## src/rtl/wave_former_pkg.sv

```systemverilog
// Shared types for the wave_former video pipeline: coordinate type and
// frame generator state encoding.
package wave_former_pkg;

  localparam int COORD_W = 16;

  typedef logic [COORD_W-1:0] coord_t;

  typedef enum logic [1:0] {
    IDLE,
    LOAD,
    RUN,
    GAP
  } gen_state_e;

endpackage

```

## src/rtl/video_frame_gen_if.sv

```systemverilog
// AXI4-Stream video link: tuser marks start-of-frame, tlast marks end-of-line.
interface video_frame_gen_if #(
  parameter int DATA_W = 24
);

  logic [DATA_W-1:0] tdata;
  logic              tvalid;
  logic              tready;
  logic              tuser;
  logic              tlast;

  modport master (output tdata, tvalid, tuser, tlast, input tready);
  modport slave  (input tdata, tvalid, tuser, tlast, output tready);

endinterface

```

## src/rtl/raster_counter.sv

```systemverilog
// Raster walker: latches the frame geometry on clear and steps x/y over it,
// flagging the last column and the last line.
module raster_counter
  import wave_former_pkg::*;
(
  input  logic   clk,
  input  logic   rst,
  input  logic   clear,
  input  logic   step,
  input  coord_t width,
  input  coord_t height,
  output coord_t x,
  output coord_t y,
  output logic   last_x,
  output logic   last_y
);

  coord_t w_r;
  coord_t h_r;

  always_ff @(posedge clk) begin
    if (rst) begin
      w_r <= '0;
      h_r <= '0;
      x   <= '0;
      y   <= '0;
    end else if (clear) begin
      w_r <= width;
      h_r <= height;
      x   <= '0;
      y   <= '0;
    end else if (step) begin
      if (last_x) begin
        x <= '0;
        // wrap y after the final pixel so x < w_r and y < h_r always hold
        y <= last_y ? '0 : y + 1'b1;
      end else begin
        x <= x + 1'b1;
      end
    end
  end

  assign last_x = (x == w_r - 1'b1);
  assign last_y = (y == h_r - 1'b1);

endmodule

```

## src/rtl/video_frame_gen.sv

```systemverilog
// Source-side video frame generator: walks a width x height raster, samples a
// combinational pixel source and registers each pixel onto an AXI4-Stream master.
module video_frame_gen
  import wave_former_pkg::*;
#(
  parameter int DATA_W     = 24,
  parameter int GAP_CYCLES = 0
) (
  input  logic              clk,
  input  logic              rst,
  input  logic              enable,
  input  coord_t            width,
  input  coord_t            height,
  output coord_t            x,
  output coord_t            y,
  output logic              pix_req,
  input  logic [DATA_W-1:0] pix_data,
  video_frame_gen_if.master m,
  output logic              busy,
  output logic              frame_done
);

  localparam coord_t GAP_LOAD = (GAP_CYCLES > 0) ? coord_t'(GAP_CYCLES - 1) : '0;

  gen_state_e state_q;
  gen_state_e state_d;
  coord_t     gap_cnt;
  logic       last_x;
  logic       last_y;
  logic       cap;
  logic       load;
  logic       last_frame_q;

  raster_counter u_raster (
    .clk    (clk),
    .rst    (rst),
    .clear  (load),
    .step   (cap),
    .width  (width),
    .height (height),
    .x      (x),
    .y      (y),
    .last_x (last_x),
    .last_y (last_y)
  );

  always_ff @(posedge clk) begin
    if (rst) state_q <= IDLE;
    else     state_q <= state_d;
  end

  always_comb begin
    state_d = state_q;
    load    = 1'b0;
    cap     = 1'b0;
    case (state_q)
      IDLE: begin
        if (enable) state_d = LOAD;
      end
      LOAD: begin
        load    = 1'b1;
        state_d = ((width == '0) || (height == '0)) ? IDLE : RUN;
      end
      RUN: begin
        cap = ~m.tvalid | m.tready;
        if (cap && last_x && last_y) state_d = (GAP_CYCLES > 0) ? GAP : IDLE;
      end
      GAP: begin
        if (gap_cnt == '0) state_d = IDLE;
      end
      default: state_d = IDLE;
    endcase
  end

  // GAP is held for GAP_LOAD+1 cycles, i.e. exactly GAP_CYCLES
  always_ff @(posedge clk) begin
    if (rst) begin
      gap_cnt <= '0;
    end else if (state_q == RUN && state_d == GAP) begin
      gap_cnt <= GAP_LOAD;
    end else if (state_q == GAP && gap_cnt != '0) begin
      gap_cnt <= gap_cnt - 1'b1;
    end
  end

  always_ff @(posedge clk) begin
    if (rst) begin
      m.tdata      <= '0;
      m.tuser      <= 1'b0;
      m.tlast      <= 1'b0;
      m.tvalid     <= 1'b0;
      last_frame_q <= 1'b0;
      frame_done   <= 1'b0;
    end else begin
      frame_done <= m.tvalid & m.tready & last_frame_q;
      if (cap) begin
        m.tdata      <= pix_data;
        m.tuser      <= (x == '0) && (y == '0);
        m.tlast      <= last_x;
        m.tvalid     <= 1'b1;
        last_frame_q <= last_x & last_y;
      end else if (m.tready && m.tvalid) begin
        m.tvalid <= 1'b0;
      end
    end
  end

  assign pix_req = cap;
  assign busy    = (state_q != IDLE);

endmodule

```

## src/flat_wrapper.sv

```systemverilog
// flat-port wrapper written by rule: the top's interface ports become plain ports
module video_frame_gen_flat import wave_former_pkg::*;
#(
  parameter int DATA_W     = 24,
  parameter int GAP_CYCLES = 0
)
  (clk, rst, enable, width, height, x, y, pix_req, pix_data, busy, frame_done, m_tdata, m_tvalid, m_tuser, m_tlast, m_tready);
  video_frame_gen_if #(.DATA_W(DATA_W)) m_i ();
  input  logic clk;
  input  logic rst;
  input  logic enable;
  input  coord_t width;
  input  coord_t height;
  output coord_t x;
  output coord_t y;
  output logic pix_req;
  input  logic [DATA_W-1:0] pix_data;
  output logic busy;
  output logic frame_done;
  output wire logic [$bits(m_i.tdata)-1:0] m_tdata;
  output wire logic [$bits(m_i.tvalid)-1:0] m_tvalid;
  output wire logic [$bits(m_i.tuser)-1:0] m_tuser;
  output wire logic [$bits(m_i.tlast)-1:0] m_tlast;
  input wire logic [$bits(m_i.tready)-1:0] m_tready;
  assign m_tdata = m_i.tdata;
  assign m_tvalid = m_i.tvalid;
  assign m_tuser = m_i.tuser;
  assign m_tlast = m_i.tlast;
  assign m_i.tready = m_tready;
  video_frame_gen #(.DATA_W(DATA_W), .GAP_CYCLES(GAP_CYCLES)) u_core (.clk(clk), .rst(rst), .enable(enable), .width(width), .height(height), .x(x), .y(y), .pix_req(pix_req), .pix_data(pix_data), .m(m_i), .busy(busy), .frame_done(frame_done));
endmodule
```

## config.mk

```make
export PLATFORM = sky130hd
export DESIGN_NAME = video_frame_gen_flat
export DESIGN_NICKNAME = d
export VERILOG_FILES = /design/src/rtl/wave_former_pkg.sv /design/src/rtl/video_frame_gen_if.sv /design/src/rtl/raster_counter.sv /design/src/rtl/video_frame_gen.sv /design/src/flat_wrapper.sv
export SDC_FILE = /design/constraint.sdc
export NUM_CORES = 1
export LEC_CHECK = 0
export BUFFER_PORTS_ARGS = -buffer_cell sky130_fd_sc_hd__buf_2
export CORE_UTILIZATION = 38
export DETAILED_ROUTE_END_ITERATION = 16
export SYNTH_ARGS = -nofsm -noshare
export SYNTH_HDL_FRONTEND = slang
export SYNTH_SLANG_ARGS = --single-unit
```

## constraint.sdc

```tcl
create_clock -name clk -period 3.6 [get_ports clk]
set_input_delay 0.36 -clock clk [delete_from_list [all_inputs] [get_ports clk]]
set_output_delay 0.36 -clock clk [all_outputs]
set_load 0.05 [all_outputs]
```

==> metrics.md, run 1 <==
| Metric | Value |
|---|---|
| Fin cells | `about 1,000` |
| CTS Buffer Depth | `2` |
| DIE WIDTH | `126 um` |
| Worst Path Max Fanout | `16` |
| Status | `completed` |
| Setup Skew | `0.00952 ns` |
| CP Launch Type | `flop` |
| PD cells | `419 mW/mm2` |
| Setup bufs post-CTS | `0` |
| Starting DRC count in detailed routing | `400` |
| Setup violation total in the final timing report | `0` |
| TritonCTS Buffers | `9` |
| Final wirelength | `between 10 and 15 mm` |
| H-tree Lvls | `3` |
| Root buf cell | `clkbuf_16` |
| Clk sink count | `111` |
| Fmax | `0.329 GHz` |
| Fillers | `1,495` |
| Dpl cells | `987` |
| CP required | `3.84 ns` |
| Asr flop ratio synth | `0%` |
| Met1 Resource Use GR | `26.2%` |
| #FFs+latches synth | `111` |
| Max Cap Violations | `0` |
| Initial DRT Pass Iterations | `4` |
| CTS Hold Bufs | `0` |
| Diode count | `0` |
| Syn Inst Count | `~720` |
| Slew Limit Fails | `0` |
| Crit. End Element | `flop` |
| Slew Limit Headroom | `40.5%` |
| RSZ-0062 raised after global routing | `no` |
| Number of port buffers | `121` |
| Static leakage | `2.63 nW` |
| Post-CTS resize count | `0` |
| CP Class | `reg2reg` |
| Final nets | `881` |
| Post-Syn Area per Cell | `8.07 um2` |
| Worst-case vdd ir drop | `0.253 mV` |
| Area contributors post-synth | `dfxtp_1 (38%), xnor2_1 (9.6%), nand2_1 (8.8%)` |
| GR Overflow Total | `0` |
| PnR worst setup slack | `0.558 ns` |
| First-pass GRT wire length | `around 24 mm` |
| Grt peak-use layer | `met2` |
| Post-Place Worst Slack | `approximately 0.54 ns` |
| Met3 Usage GRT | `5.40%` |
| Die Span Y | `126 um` |
| Routed WL per cell | `14.5 um` |
| Largest net degree at the start of global routing | `between 40 and 50` |
| Yosys Warn Count | `0` |
| Synth top area share | `between 30% and 40%` |
| Via Count | `5,185` |
| Overall power | `2.85 mW` |
| Worst hold margin | `0.227 ns` |
| # rows | `44` |
| Final std cell area, no fill | `0.00681 mm2` |
| Final core occ | `around 46%` |
| Area delta synth->final | `17.0%` |
| Die ar. | `0.0158 mm2` |
| Hpwl dp | `10.7 mm` |
| TritonCTS clock tree | `done` |
| M2 GR Usage | `28.5%` |
| Fin. Hold Viols | `0` |
| Period utilization | `84.5%` |
| Post-synthesis sequential area ratio | `between 30% and 40%` |
| Core Box Area | `0.0148 mm2` |
| Arrival time at the worst endpoint | `3.28 ns` |
| Synth unique cells | `61` |
| Setup tns final | `0 ns` |
| Vias in the first global route | `4,735` |
| Worst-skew pair later-pin latency | `0.36 ns` |
| Syn nets | `788` |
| Tmin final | `3.04 ns` |
| Yosys top cell by area | `dfxtp_1` |
| Drt drc | `0` |
| Post-Syn Area | `a little under 0.006 mm2` |
| Vias per inst | `just over 5` |
| Number of synthesized flops with an enable pin | `0` |
| Layout cells sized above 1 | `20.9%` |
| IO Count | `122` |
| Placed instance area | `0.00650 mm2` |
| HP Class | `in2reg` |
| Post-synth top flop | `dfxtp_1` |
| Starting density of the core | `39.4%` |
| Worst-path clk slew | `0.08 ns` |
| Total GRT Usage | `18.7%` |
| ANT nets after route | `0` |
| Initial antenna violation count | `0` |
| Routability cong. | `0.895` |
| Worst-margin pin slew | `0.889 ns` |
sequential cells by signal, indices dropped and copies added (netlist names):
name	cells
u_core.m.tvalid	1
u_core.u_raster.y	16
u_core.u_raster.x	16
u_core.m.tdata	24
u_core.u_raster.w_r	16
u_core.u_raster.h_r	16
u_core.gap_cnt	16
u_core.state_q	2
u_core.m.tuser	1
u_core.frame_done	1
u_core.m.tlast	1
u_core.last_frame_q	1
synthesized netlist by cell type, types with 7 or more instances:
| library cell | number |
|---|---|
| nand2_1 | 137 |
| dfxtp_1 | 111 |
| nor2_1 | 69 |
| a21oi_1 | 65 |
| xnor2_1 | 64 |
| nor4_1 | 32 |
| xor2_1 | 27 |
| clkbuf_1 | 26 |
| nand4_1 | 24 |
| nand3_1 | 18 |
| nor3_1 | 15 |
| inv_1 | 12 |
| nor4_2 | 10 |
| buf_1 | 9 |
| ha_1 | 7 |
area by class of cell:
| cell class | count | area (um2) | area share (%) |
|---|---|---|---|
| Multi-Input combinational cell | 552 | 3350 | 49.1 |
| Sequential cell | 111 | 2220 | 32.6 |
| Timing Repair Buffer | 127 | 651 | 9.56 |
| Tap cell | 184 | 230 | 3.38 |
| Clock buffer | 9 | 225 | 3.31 |
| Clock inverter | 7 | 85.1 | 1.25 |
| Inverter | 13 | 48.8 | 0.717 |
worst paths after layout:
| path | slack (ns) | depth (start not counted) | endpoint | start |
|---|---|---|---|---|
| worst max register to register | 0.56 | 9 | u_core.u_raster.x[14]$_SDFFE_PP0P_ | u_core.u_raster.w_r[0]$_SDFFE_PP0P_ |
| worst min-delay path | 0.23 | 3 | u_core.m.tdata[18]$_SDFFE_PP0P_ | pix_data[18] |
| worst min register to register | 0.45 | 2 | u_core.m.tdata[2]$_SDFFE_PP0P_ | u_core.m.tdata[2]$_SDFFE_PP0P_ |
| worst max-delay path | 0.56 | 9 | u_core.u_raster.x[14]$_SDFFE_PP0P_ | u_core.u_raster.w_r[0]$_SDFFE_PP0P_ |
layer usage:
layer  vias to the layer above  routed length, um  part of all wire, %
met2                       127               6300                   43
met5                         -                  0                    0
met1                      2377               7290                   50
li1                       2674                  -                    -
met3                         7                819                  5.6
met4                         0                127                 0.87
worst max-delay path, cell delays in order (launching register included):
cell,delay (ns)
dfxtp_1,0.36
inv_1,0.07
ha_1,0.22
nor3b_1,0.43
nand2_1,0.12
o41ai_2,0.42
o211ai_4,0.29
nor4_4,0.43
or3_1,0.47
nor2_1,0.10
cell usage in the layout, fill, tap and decap left out, types with 3 or more instances in the layout:
| master | instances |
|---|---|
| nand2_1 | 137 |
| buf_2 | 121 |
| dfxtp_1 | 111 |
| nor2_1 | 69 |
| a21oi_1 | 65 |
| xnor2_1 | 64 |
| nor4_1 | 32 |
| xor2_1 | 27 |
| nand4_1 | 24 |
| nand3_1 | 18 |
| nor3_1 | 15 |
| inv_1 | 12 |
| nor4_2 | 10 |
| clkbuf_16 | 9 |
| ha_1 | 7 |
| nand2b_1 | 6 |
| and3_1 | 6 |
| or3_1 | 6 |
| buf_4 | 6 |
| nand3b_1 | 5 |
| nor2b_1 | 4 |
| a211oi_1 | 4 |
| and4_1 | 4 |
| nor3b_1 | 3 |
cells by family after synthesis:
kind of cell             synth area share (%)
AND/OR/NAND/NOR                          32.0
flip-flops                               38.2
AO/OA/AOI/OAI                            10.1
XOR/XNOR                                 13.7
buffers and inverters                    4.32
adder cells (fa/ha/maj)                  1.51
multiplexers                            0.172
report_power, final:
group | total [mW] | leakage [nW] | internal (mW) | switching, mW
Clock | 1.06 | 0.146 | 0.556 | 0.507
Sequential | 1.30 | 0.899 | 1.26 | 0.0424
Combinational | 0.487 | 1.58 | 0.184 | 0.303
Note: power is estimated with default switching activity, not from simulation.
==> inputs of run 2 (changes only) <==
--- a/config.mk
+++ b/config.mk
@@ -5,6 +5,7 @@
 export SDC_FILE = /design/constraint.sdc
 export NUM_CORES = 1
 export LEC_CHECK = 0
+export ABC_AREA = 1
 export BUFFER_PORTS_ARGS = -buffer_cell sky130_fd_sc_hd__buf_2
 export CORE_UTILIZATION = 38
 export DETAILED_ROUTE_END_ITERATION = 16
==> constraint.sdc (replaced) <==
create_clock -name clk -period 2.8 [get_ports clk]
set_input_delay 0.28 -clock clk [delete_from_list [all_inputs] [get_ports clk]]
set_output_delay 0.28 -clock clk [all_outputs]
set_load 0.05 [all_outputs]
==> run 2 against run 1 <==
Against the previous run: clock-buffer cell count is the same; non-clock buffer count grew 2; clock skew is essentially flat; setup slack lost 0.073 ns; sequential share of layout area shrank 2.2 points; utilization shrank 0.32 points; worst hold slack lost 0.074 ns; first-iteration DRC count shrank 19%; highest routed layer unchanged.
==> metrics.md, run 2 <==
| Metric | Value |
|---|---|
| Most frequent cells in the layout | `nand2_1 (200), nor2_1 (164), buf_2 (121)` |
| CP cell instances | `inv_2 -> ha_1 -> nand2_1 -> inv_1 -> nor2_1 -> nand2_1 -> nor2_1 -> nand3_1 -> nor2_1 -> nand2_1 -> nor2_4 -> nand3_4 -> nand2_2 -> inv_2 -> nand3b_1 -> inv_1` |
| Synth top area share | `35.7% (-2.5 points)` |
| Post-synthesis sequential area ratio | `35.7% (-2.5 points)` |
| Worst-skew pair later-pin latency | `0.36 ns (about the same)` |
| Leading cell type in the layout, fill and taps excluded | `nand2_1` |
| Die Span Y | `130 um (+3.3%)` |
| Starting density of the core | `39.0% (-0.41 points)` |
| TritonCTS Buffers | `9 (unchanged)` |
| Post-Syn Area | `0.00622 mm2 (+6.9%)` |
| CP Class | `reg2reg` |
| Fin. Hold Viols | `0 (unchanged)` |
| Routed WL per cell | `13.2 um (-9.0%)` |
| CP required | `3.07 ns (-0.77 ns)` |
| Syn Inst Count | `946 (+31%)` |
| First-pass GRT wire length | `28.2 mm (+19%)` |
| IO Count | `122 (unchanged)` |
| Starting DRC count in detailed routing | `323 (-19%)` |
| Worst-path clk slew | `0.08 ns (about the same)` |
| Syn nets | `1,013 (+29%)` |
| Post-CTS resize count | `0 (unchanged)` |
| Overall power | `3.91 mW (+37%)` |
| Root buf cell | `clkbuf_16` |
| CP Launch Point | `u_core.u_raster.w_r[0]$_SDFFE_PP0P_` |
| Drt drc | `0 (unchanged)` |
| #FFs+latches synth | `111 (unchanged)` |
| Vias in the first global route | `5,754 (+22%)` |
| Peak per-stage delay on the critical path | `0.36 ns (-0.11 ns)` |
| Setup bufs post-CTS | `0 (unchanged)` |
| Worst-case vdd ir drop | `0.288 mV (+14%)` |
| Yosys top cell by area | `dfxtp_1` |
| Final nets | `1,120 (+27%)` |
| HP Class | `in2reg` |
| ANT nets after route | `0 (unchanged)` |
| Setup tns final | `0 ns (unchanged)` |
| Arrival time at the worst endpoint | `2.58 ns (-0.70 ns)` |
| Number of port buffers | `121 (unchanged)` |
| H-tree Lvls | `3 (unchanged)` |
| Setup violation total in the final timing report | `0 (unchanged)` |
| Initial DRT Pass Iterations | `4 (unchanged)` |
| Crit. End Element | `flop` |
| Setup Skew | `0.00930 ns (-0.000229 ns)` |
| Slew Limit Fails | `0 (unchanged)` |
| Area delta synth->final | `17.4%` |
| CTS Buffer Depth | `2 (unchanged)` |
| Max reg flops | `24 (unchanged)` |
| Synth unique cells | `36 (-41%)` |
| Largest net degree at the start of global routing | `57 (+19%)` |
| Tmin final | `2.32 ns (-0.727 ns)` |
| Final wirelength | `16.8 mm (+16%)` |
| Period utilization | `82.7% (-1.8 points)` |
| # rows | `46 (+4.5%)` |
| Layout cells sized above 1 | `16.7% (-4.1 points)` |
| Hpwl dp | `12.7 mm (+20%)` |
| Post-synth top flop | `dfxtp_1` |
| CP max-delay cell | `dfxtp_1` |
| Post-Syn Area per Cell | `6.57 um2 (-19%)` |
| Die ar. | `0.0169 mm2 (+6.8%)` |
| Static leakage | `3.44 nW (+31%)` |
| Core Box Area | `0.0159 mm2 (+8.1%)` |
| PD cells | `536 mW/mm2 (+28%)` |
| CP Launch Type | `flop` |
| Worst Path Max Fanout | `21 (+5)` |
| Yosys Warn Count | `0 (unchanged)` |
| Diode count | `0 (unchanged)` |
| Slew Limit Headroom | `60.2% (+20 points)` |
| DIE WIDTH | `130 um (+3.3%)` |
| Vias per inst | `4.86 (-6.0%)` |
| TritonCTS clock tree | `done` |
| Fmax | `0.432 GHz (+31%)` |
| CTS Hold Bufs | `0 (unchanged)` |
| Number of synthesized flops with an enable pin | `0 (unchanged)` |
| Commonest cells in the netlist | `nand2_1 (200), nor2_1 (164), dfxtp_1 (111), inv_1 (92), o21ai_0 (68)` |
| Worst-margin pin slew | `0.596 ns (-0.293 ns)` |
| Top reg by flops | `u_core.m.tdata` |
| Asr flop ratio synth | `0% (unchanged)` |
| RR Startpoint | `u_core.u_raster.w_r[0]$_SDFFE_PP0P_` |
| Status | `completed` |
| RSZ-0062 raised after global routing | `no` |
| GR Overflow Total | `0 (unchanged)` |
| Area contributors post-synth | `dfxtp_1 (36%), nand2_1 (12%), nor2_1 (9.9%)` |
| Clk sink count | `111 (unchanged)` |
| Max Cap Violations | `0 (unchanged)` |
| Total GRT Usage | `21.2% (+2.5 points)` |
| Routability cong. | `0.855 (-4.5%)` |
| Initial antenna violation count | `0 (unchanged)` |
| Min-delay src | `width[12]` |
| Via Count | `6,192 (+19%)` |
| Count leader, synth | `nand2_1` |
run 2: changes by cell type after synthesis, moves of 8 or more:
cell      delta
nand3b_1    +11
inv_1       +80
nand2_1     +63
nand3_1     +36
a21oi_1      -8
nor4_2      -10
xor2_1       +8
nor2_1      +95
xnor2_1     -56
nor4_1      -13
o21ai_0     +67
run 2: layout make-up:
class | instances | area [um2]
Multi-Input combinational cell | 701 | 3460
Clock inverter | 7 | 62.6
Sequential cell | 111 | 2220
Tap cell | 216 | 270
Timing Repair Buffer | 129 | 678
Clock buffer | 9 | 225
Inverter | 101 | 384
Fill cell | 1741 | 8640
run 2: final timing paths:
kind	to	slack [ns]	cells past startpoint
worst max-delay path	u_core.u_raster.x[9]$_SDFFE_PP0P_	0.48	16
worst min-delay path	u_core.u_raster.w_r[12]$_SDFFE_PP0P_	0.15	3
worst max register to register	u_core.u_raster.x[9]$_SDFFE_PP0P_	0.48	16
worst min register to register	u_core.frame_done$_SDFF_PP0_	0.46	2
run 2: cells by family (layout without fill, tap and decap cells):
group,Yosys count,in the layout,share of synthesized area (%)
AOI/OAI and AO/OA,138,138,11.5
xor gates and xnor gates,43,43,6.06
adders and majority gates,7,7,1.41
buffers and inverters,134,246,8.61
DFF,111,111,35.7
and+or+nand+nor,513,513,36.7
run 2: report_power, final:
| part | internal [mW] | switching (mW) |
|---|---|---|
| clock network | 0.626 | 0.662 |
| registers | 1.66 | 0.0629 |
| logic | 0.295 | 0.614 |
run 2: per-stage QoR:
step                hold WS (ns)  utilization (%)  area (um2)  cells  worst slack (ns)
finish                     0.153             45.8        7300   1274             0.484
global route               0.155             45.8        7300   1274             0.135
CTS                        0.142             45.8        7300   1274             0.470
detailed placement         0.460             44.0        7020   1258             0.486
global placement           0.453             44.0        7020   1258             0.508
floorplan                  0.415                -        6220    946             0.637
run 2: worst max-delay path: cells and delay by family (launching register included):
| kind | cells | cell delay [ns] |
|---|---|---|
| flops | 1 | 0.36 |
| fa+ha+maj | 1 | 0.30 |
| simple gates | 11 | 1.33 |
| buf+inv | 4 | 0.22 |
run 2: layer usage:
layer / wire (um) / track usage [%]
met2: 7920 / 35.6
met3: 585 / 3.53
met1: 8030 / 27.8
met5: 0 / 0
met4: 266 / 6.22
